`src/rtl/run_monitor_pkg.sv`:
```
// Shared types and default constants for the run controller / write-bus monitor.
package run_monitor_pkg;

    typedef enum logic [1:0] {
        StIdle = 2'd0,
        StRun  = 2'd1,
        StHalt = 2'd2,
        StTmo  = 2'd3
    } run_state_e;

    localparam logic [31:0] DefHaltAddr  = 32'h0000_00FC;
    localparam logic [31:0] DefPassValue = 32'd1;

    // Terminal states hold until clear or reset.
    function automatic logic is_terminal(input run_state_e st);
        return (st == StHalt) || (st == StTmo);
    endfunction

endpackage

```
`src/rtl/write_log_ring.sv`:
```
// Ring buffer of data-memory writes; index 0 of the read port is always the oldest held entry.
module write_log_ring #(
    parameter int unsigned AddrW = 32,
    parameter int unsigned DataW = 32,
    parameter int unsigned Depth = 16
) (
    input  logic                     clk_i,
    input  logic                     rst_ni,
    input  logic                     clear_i,
    input  logic                     wr_en_i,
    input  logic [AddrW-1:0]         wr_addr_i,
    input  logic [DataW-1:0]         wr_data_i,
    input  logic [$clog2(Depth)-1:0] rd_idx_i,
    output logic [AddrW-1:0]         rd_addr_o,
    output logic [DataW-1:0]         rd_data_o,
    output logic [$clog2(Depth):0]   count_o,
    output logic                     overflow_o
);

    localparam int unsigned IdxW = $clog2(Depth);
    localparam int unsigned CntW = IdxW + 1;
    localparam logic [CntW-1:0] CountFull = CntW'(Depth);

    logic [AddrW-1:0] addr_mem_q [Depth];
    logic [DataW-1:0] data_mem_q [Depth];

    logic [IdxW-1:0] head_q, head_d;
    logic [IdxW-1:0] tail_q, tail_d;
    logic [CntW-1:0] count_q, count_d;
    logic            overflow_q, overflow_d;
    logic            do_write;
    logic [IdxW-1:0] rd_slot;

    assign do_write = wr_en_i && !clear_i;

    always_comb begin
        head_d     = head_q;
        tail_d     = tail_q;
        count_d    = count_q;
        overflow_d = overflow_q;
        if (clear_i) begin
            head_d     = '0;
            tail_d     = '0;
            count_d    = '0;
            overflow_d = 1'b0;
        end else if (wr_en_i) begin
            tail_d = tail_q + IdxW'(1);
            // A full buffer drops its oldest entry to make room.
            if (count_q == CountFull) begin
                head_d     = head_q + IdxW'(1);
                overflow_d = 1'b1;
            end else begin
                count_d = count_q + CntW'(1);
            end
        end
    end

    always_ff @(posedge clk_i or negedge rst_ni) begin
        if (!rst_ni) begin
            head_q     <= '0;
            tail_q     <= '0;
            count_q    <= '0;
            overflow_q <= 1'b0;
        end else begin
            head_q     <= head_d;
            tail_q     <= tail_d;
            count_q    <= count_d;
            overflow_q <= overflow_d;
        end
    end

    always_ff @(posedge clk_i or negedge rst_ni) begin
        if (!rst_ni) begin
            for (int i = 0; i < Depth; i++) begin
                addr_mem_q[i] <= '0;
                data_mem_q[i] <= '0;
            end
        end else if (do_write) begin
            addr_mem_q[tail_q] <= wr_addr_i;
            data_mem_q[tail_q] <= wr_data_i;
        end
    end

    // Power-of-two depth makes the modulo a natural pointer wrap.
    assign rd_slot    = head_q + rd_idx_i;
    assign rd_addr_o  = addr_mem_q[rd_slot];
    assign rd_data_o  = data_mem_q[rd_slot];
    assign count_o    = count_q;
    assign overflow_o = overflow_q;

endmodule

```
`src/rtl/run_monitor.sv`:
```
// Run controller and data-memory write monitor: starts a run, counts cycles, logs writes,
// and ends on a halt-mailbox write (pass/fail by value) or on a cycle timeout.
module run_monitor
    import run_monitor_pkg::*;
#(
    parameter int unsigned          ADDR_W         = 32,
    parameter int unsigned          DATA_W         = 32,
    parameter int unsigned          LOG_DEPTH      = 16,
    parameter int unsigned          TIMEOUT_CYCLES = 50,
    parameter logic [ADDR_W-1:0]    HALT_ADDR      = ADDR_W'(DefHaltAddr),
    parameter logic [DATA_W-1:0]    PASS_VALUE     = DATA_W'(DefPassValue)
) (
    input  logic                         clk,
    input  logic                         reset,
    input  logic                         run_en,
    input  logic                         clear,
    input  logic                         write_enable,
    input  logic [ADDR_W-1:0]            address_to_mem,
    input  logic [DATA_W-1:0]            data_to_mem,
    input  logic [$clog2(LOG_DEPTH)-1:0] log_rd_idx,
    output logic [ADDR_W-1:0]            log_rd_addr,
    output logic [DATA_W-1:0]            log_rd_data,
    output logic [$clog2(LOG_DEPTH):0]   log_count,
    output logic                         overflow,
    output logic [31:0]                  cycle_count,
    output logic                         done,
    output logic                         pass,
    output logic                         timeout
);

    localparam logic [31:0] TimeoutLast = 32'(TIMEOUT_CYCLES - 1);

    run_state_e  state_q, state_d;
    logic [31:0] cycle_q, cycle_d;
    logic        done_q, done_d;
    logic        pass_q, pass_d;
    logic        timeout_q, timeout_d;
    logic        halt_hit;
    logic        log_wr;

    assign halt_hit = write_enable && (address_to_mem == HALT_ADDR);

    always_comb begin
        state_d   = state_q;
        cycle_d   = cycle_q;
        done_d    = done_q;
        pass_d    = pass_q;
        timeout_d = timeout_q;
        log_wr    = 1'b0;
        if (clear) begin
            state_d   = StIdle;
            cycle_d   = '0;
            done_d    = 1'b0;
            pass_d    = 1'b0;
            timeout_d = 1'b0;
        end else begin
            unique case (state_q)
                StIdle: begin
                    cycle_d = '0;
                    if (run_en) begin
                        state_d = StRun;
                    end
                end
                StRun: begin
                    log_wr = write_enable && !halt_hit;
                    // Halt write beats a coincident timeout; the counter freezes on the final edge.
                    if (halt_hit) begin
                        state_d = StHalt;
                        done_d  = 1'b1;
                        pass_d  = (data_to_mem == PASS_VALUE);
                    end else if (cycle_q == TimeoutLast) begin
                        state_d   = StTmo;
                        done_d    = 1'b1;
                        timeout_d = 1'b1;
                    end else begin
                        cycle_d = cycle_q + 32'd1;
                    end
                end
                StHalt, StTmo: begin
                    state_d = state_q;
                end
                default: begin
                    state_d = StIdle;
                end
            endcase
        end
    end

    always_ff @(posedge clk or negedge reset) begin
        if (!reset) begin
            state_q   <= StIdle;
            cycle_q   <= '0;
            done_q    <= 1'b0;
            pass_q    <= 1'b0;
            timeout_q <= 1'b0;
        end else begin
            state_q   <= state_d;
            cycle_q   <= cycle_d;
            done_q    <= done_d;
            pass_q    <= pass_d;
            timeout_q <= timeout_d;
        end
    end

    write_log_ring #(
        .AddrW (ADDR_W),
        .DataW (DATA_W),
        .Depth (LOG_DEPTH)
    ) u_log (
        .clk_i      (clk),
        .rst_ni     (reset),
        .clear_i    (clear),
        .wr_en_i    (log_wr),
        .wr_addr_i  (address_to_mem),
        .wr_data_i  (data_to_mem),
        .rd_idx_i   (log_rd_idx),
        .rd_addr_o  (log_rd_addr),
        .rd_data_o  (log_rd_data),
        .count_o    (log_count),
        .overflow_o (overflow)
    );

    assign cycle_count = cycle_q;
    assign done        = done_q;
    assign pass        = pass_q;
    assign timeout     = timeout_q;

endmodule

```
`config.mk`:
```
export PLATFORM = sky130hd
export DESIGN_NAME = run_monitor
export DESIGN_NICKNAME = d
export VERILOG_FILES = /design/src/rtl/run_monitor_pkg.sv /design/src/rtl/write_log_ring.sv /design/src/rtl/run_monitor.sv
export SDC_FILE = /design/constraint.sdc
export NUM_CORES = 1
export LEC_CHECK = 0
export ABC_AREA = 1
export BUFFER_PORTS_ARGS = -buffer_cell sky130_fd_sc_hd__buf_2
export CORE_MARGIN = 2
export CORE_UTILIZATION = 30
export DETAILED_ROUTE_END_ITERATION = 8
export PLACE_DENSITY_LB_ADDON = 0.15
export RECOVER_POWER = 25
export SYNTH_ARGS = -nofsm -noshare
export SYNTH_HDL_FRONTEND = slang
export SYNTH_SLANG_ARGS = --single-unit
export TNS_END_PERCENT = 1
```
`constraint.sdc`:
```
create_clock -name clk -period 3.4 [get_ports clk]
set_input_delay 0.17 -clock clk [delete_from_list [all_inputs] [get_ports clk]]
set_output_delay 0.17 -clock clk [all_outputs]
set_load 0.02 [all_outputs]
```
==> impl_table.tex <==
\begin{tabular}{lr}
\hline
Metric & Value \\
\hline
\multicolumn{2}{l}{\textbf{Clocking}} \\
\quad Maximum level of the CTS H-tree & 4 \\
\quad Clock Path Buffers & 3 \\
\quad Total clock buffers created by CTS & 134 \\
\quad Root cell of the clock tree & clkbuf\_16 \\
\quad Clock Sinks & 1075 \\
\quad Worst-path clk slew & 0.06 ns \\
\quad Clock tree from TritonCTS & yes \\
\quad Skew-Pair Late Insertion Delay & 0.81 ns \\
\multicolumn{2}{l}{\textbf{Timing}} \\
\quad Final hold violation count & 0 \\
\quad Worst Setup Slack, final & -0.433 ns \\
\quad Final sum of negative setup slack & -19.71 ns \\
\quad RSZ-0062 raised after global routing & true \\
\quad Final hold slack & 0.363 ns \\
\quad Worst slew slack as a fraction of its limit & -32.5\% \\
\quad Final Max Slew Viols & 65 \\
\quad Final critical-path share of the clock period & 113\% \\
\quad Post-route clock skew & 0.0238 ns \\
\quad Count of final setup violators & 64 \\
\quad Worst Tran Pin Value & 1.99 ns \\
\quad Post-layout minimum cycle time & 3.83 ns \\
\quad Highest clock rate & 0.261 GHz \\
\multicolumn{2}{l}{\textbf{Worst setup path}} \\
\quad Data arrival time of the worst path & 3.66 ns \\
\quad Required time of the worst setup path & 3.23 ns \\
\quad Critical Path Start Type & register \\
\quad Top fanout value on the critical path & 7 \\
\quad Critical Setup Path Class & reg2out \\
\quad Element type at the critical path end & output port \\
\quad Number of cell instances on the worst register-to-register path & 10 \\
\multicolumn{2}{l}{\textbf{Power and ir drop}} \\
\quad Pwr dens & 500 mW/mm\^{}2 \\
\quad Peak supply drop & 0.517 mV \\
\quad Leakage power total & 33.1 nW \\
\quad Post-route total power & 33.6 mW \\
\multicolumn{2}{l}{\textbf{Die}} \\
\quad Top Ports & 178 \\
\quad Placeable Area & 0.191 sq mm \\
\quad Num rows & 160 \\
\quad Die H & 442 um \\
\quad X dimension of the die & 442 um \\
\quad Initial core utilization & 30.3\% \\
\quad Area of the die & 0.196 sq mm \\
\multicolumn{2}{l}{\textbf{Routing}} \\
\quad Total Wirelength & 248000 um \\
\quad Violation count after the first detailed-routing iteration & 6058 \\
\quad Mean routed wirelength per cell & 24.7 um \\
\quad DRC violations left & 0 \\
\quad Detailed-router iteration count before antenna repair & 5 \\
\quad Number of nets with antenna violations after routing & 0 \\
\quad Via density per instance & 5.40 \\
\quad Routed vias & 54200 \\
\multicolumn{2}{l}{\textbf{Final layout}} \\
\quad Footprint of the multi-input gates & 0.0248 sq mm \\
\quad Final nets & 7509 \\
\quad Final standard cell utilization of the core & 35.3\% \\
\quad Share of post-route cells with drive strength above 1 & 10.7\% \\
\quad Layout overhead on the synthesized area & 16.7\% \\
\quad Flip-flop and latch area & 0.0269 sq mm \\
\quad \# fillers & 20100 \\
\multicolumn{2}{l}{\textbf{Logic synthesis}} \\
\quad Compound-gate portion of the synthesized area & 9.69\% \\
\quad Avg Cell Area, Syn & 7.65 sq um \\
\quad Synthesized area & 0.0577 sq mm \\
\quad Netlist cell types & 33 \\
\quad Post-synthesis share of cell area spent on xor and xnor gates & 0.213\% \\
\quad Multiplexer share of the synthesized area & 0\% \\
\quad Post-synth top area cell & dfrtp\_1 \\
\quad Post-synth top area share & 46.7\% \\
\quad Adder-cell share of the synthesized area & 0.295\% \\
\quad Post-synth net total & 7623 \\
\quad Seq/Total Area, Yosys & 46.7\% \\
\quad Synth Warn \# & 0 \\
\quad Combinational family with the most area after synthesis & simple AND/OR/NAND/NOR gates \\
\quad Gate count of the mapped netlist & 7537 \\
\quad Biggest area contributors in the synthesized netlist & dfrtp\_1 (47\%), nand2\_1 (16\%), nand4\_1 (11\%) \\
\quad Post-synthesis share of cell area spent on and, or, nand and nor gates & 31.7\% \\
\quad Flops \& latches, synth & 1075 \\
\multicolumn{2}{l}{\textbf{GRT}} \\
\quad Pin count of the biggest net entering global routing & 191 \\
\quad Wire length of the first global-routing pass & 366000 um \\
\quad Initial antenna violation count & 18 \\
\quad Via count of the first global-routing pass & 51700 \\
\quad Total routing usage reported by global routing & 24.6\% \\
\quad Total congestion overflow & 0 \\
\multicolumn{2}{l}{\textbf{Place}} \\
\quad Number of port buffers & 177 \\
\quad Global placement routability congestion & 0.803 \\
\quad Detailed-placement wirelength estimate & 129000 um \\
\multicolumn{2}{l}{\textbf{Run status}} \\
\quad Run status & complete, but fails checks \\
\quad Violations in the final reports & max-capacitance violations, max-slew violations, negative setup slack \\
\multicolumn{2}{l}{\textbf{Min path}} \\
\quad Hold Crit Depth & 5 \\
\quad Type of the worst min-delay path & in2reg \\
\multicolumn{2}{l}{\textbf{Flow run}} \\
\quad Max-cap violations & 1 \\
\hline
\end{tabular}
## worst paths after layout
path,from,to,slack (ns)
setup / recovery,u_log.head_q[0],log_rd_addr[5],-0.43
hold / removal,write_enable,timeout,0.36
setup reg to reg,state_q[1],u_log.head_q[1],0.58
hold reg to reg,u_log.addr_mem_q[363],u_log.addr_mem_q[363],0.46
max in group asynchronous,reset,u_log.addr_mem_q[484],0.16
min in group asynchronous,reset,u_log.addr_mem_q[5],1.01
## Yosys cell counts
cell         n
a211oi_1     1
a21oi_1    384
a21oi_2      1
buf_1      151
buf_12       1
buf_2      104
buf_6      164
buf_8        1
clkbuf_1   369
clkbuf_2     5
clkinv_1     2
dfrtp_1   1075
fa_1         1
ha_1        12
inv_1      590
inv_2        1
nand2_1   2533
nand2_2      2
nand3_1    283
nand3_2      8
nand3_4      9
nand3b_1     2
nand4_1   1045
nor2_1     119
nor2_8       2
nor3_1       4
nor4_1       5
o211ai_1   130
o21ai_0    409
o21ai_1     48
o22ai_1     62
xnor2_1      4
xor2_1      10
## metrics by stage
stage / area [sq um] / instances / setup slack [ns]
after global placement: 60600 / 9679 / -0.268
after CTS: 67000 / 10000 / -0.523
final: 67300 / 10000 / -0.433
after detailed placement: 60600 / 9679 / -0.218
after floorplan: 57700 / 7537 / 0.686
after global routing: 67300 / 10000 / -0.523
## cell usage in the layout, fill, tap and decap left out, types with 4 or more instances in the layout
cell type / count
clkbuf_2: 8
a21oi_1: 364
buf_12: 86
o21ai_4: 4
o211ai_1: 130
inv_6: 9
buf_6: 50
nand3_1: 264
xor2_1: 9
o22ai_2: 15
clkbuf_1: 45
bufinv_16: 6
o21ai_1: 60
dfrtp_1: 1075
clkbuf_8: 30
nor2_1: 103
buf_2: 122
clkinv_2: 14
buf_4: 158
nand3_4: 16
diode_2: 5
o21ai_0: 359
clkbuf_16: 143
dlygate4sd3_1: 71
a21oi_2: 21
nor2_4: 16
o21ai_2: 34
nor4_1: 5
inv_1: 588
clkbuf_4: 10
buf_8: 6
nand3_2: 20
buf_16: 19
o22ai_1: 47
nand4_1: 1045
ha_1: 11
nand2_1: 2533
## kinds of logic after synthesis
| group | after synthesis |
|---|---|
| simple gates | 4012 |
| buf+inv | 1388 |
| flops | 1075 |
| compound gates | 1035 |
| xor+xnor | 14 |
| fa+ha+maj | 13 |
## sequential cells by signal (all words and copies together), names as in the netlist
register,count
u_log.overflow_o,1
u_log.tail_q,4
u_log.head_q,4
cycle_count,32
u_log.data_mem_q,512
timeout,1
u_log.count_o,5
u_log.addr_mem_q,512
state_q,2
pass,1
done,1
## timing repair
action | CTS | global route
pin swaps | 29 | 17
gates resized for setup | 214 | 74
setup buffers | 23 | 6
hold endpoints to repair | 1332 | 0
hold buffers | 71 | 0
endpoints found under the setup margin | 64 | 64
gates cloned | 14 | 7
## layout make-up
| cell class | count | area share (%) |
|---|---|---|
| tap | 2511 | 4.67 |
| clock inverter | 33 | 0.573 |
| antenna | 5 | 0.0186 |
| clock buffer | 206 | 5.90 |
| sequential | 1075 | 40.0 |
| inverter | 593 | 3.33 |
| multi-input combinational | 5074 | 36.9 |
| timing repair buffer | 545 | 8.64 |
## worst max-delay path, stage by stage (launching register included)
cell     delay, ns
dfrtp_1       0.38
ha_4          0.15
inv_2         0.03
fa_4          0.82
buf_12        0.17
buf_16        0.18
buf_16        0.17
o21ai_0       0.10
a21oi_1       0.13
o22ai_1       0.11
o21ai_2       0.24
buf_6         0.17
buf_2         0.17
## metal layers
layer | track usage (%) | vias up | part of all wire, %
li1 | - | 25000 | -
met1 | 36.1 | 27300 | 47
met2 | 37.9 | 1623 | 45
met3 | 3.40 | 311 | 5.6
met4 | 6.05 | 12 | 2.4
met5 | 0 | - | 0.033
## report_power, final
part           total [mW]  internal (mW)  switching [mW]
combinational        4.89           1.47            3.42
clock                14.6           8.49            6.06
sequential           14.2           13.7           0.493
Power figures use the tool's default switching activity.
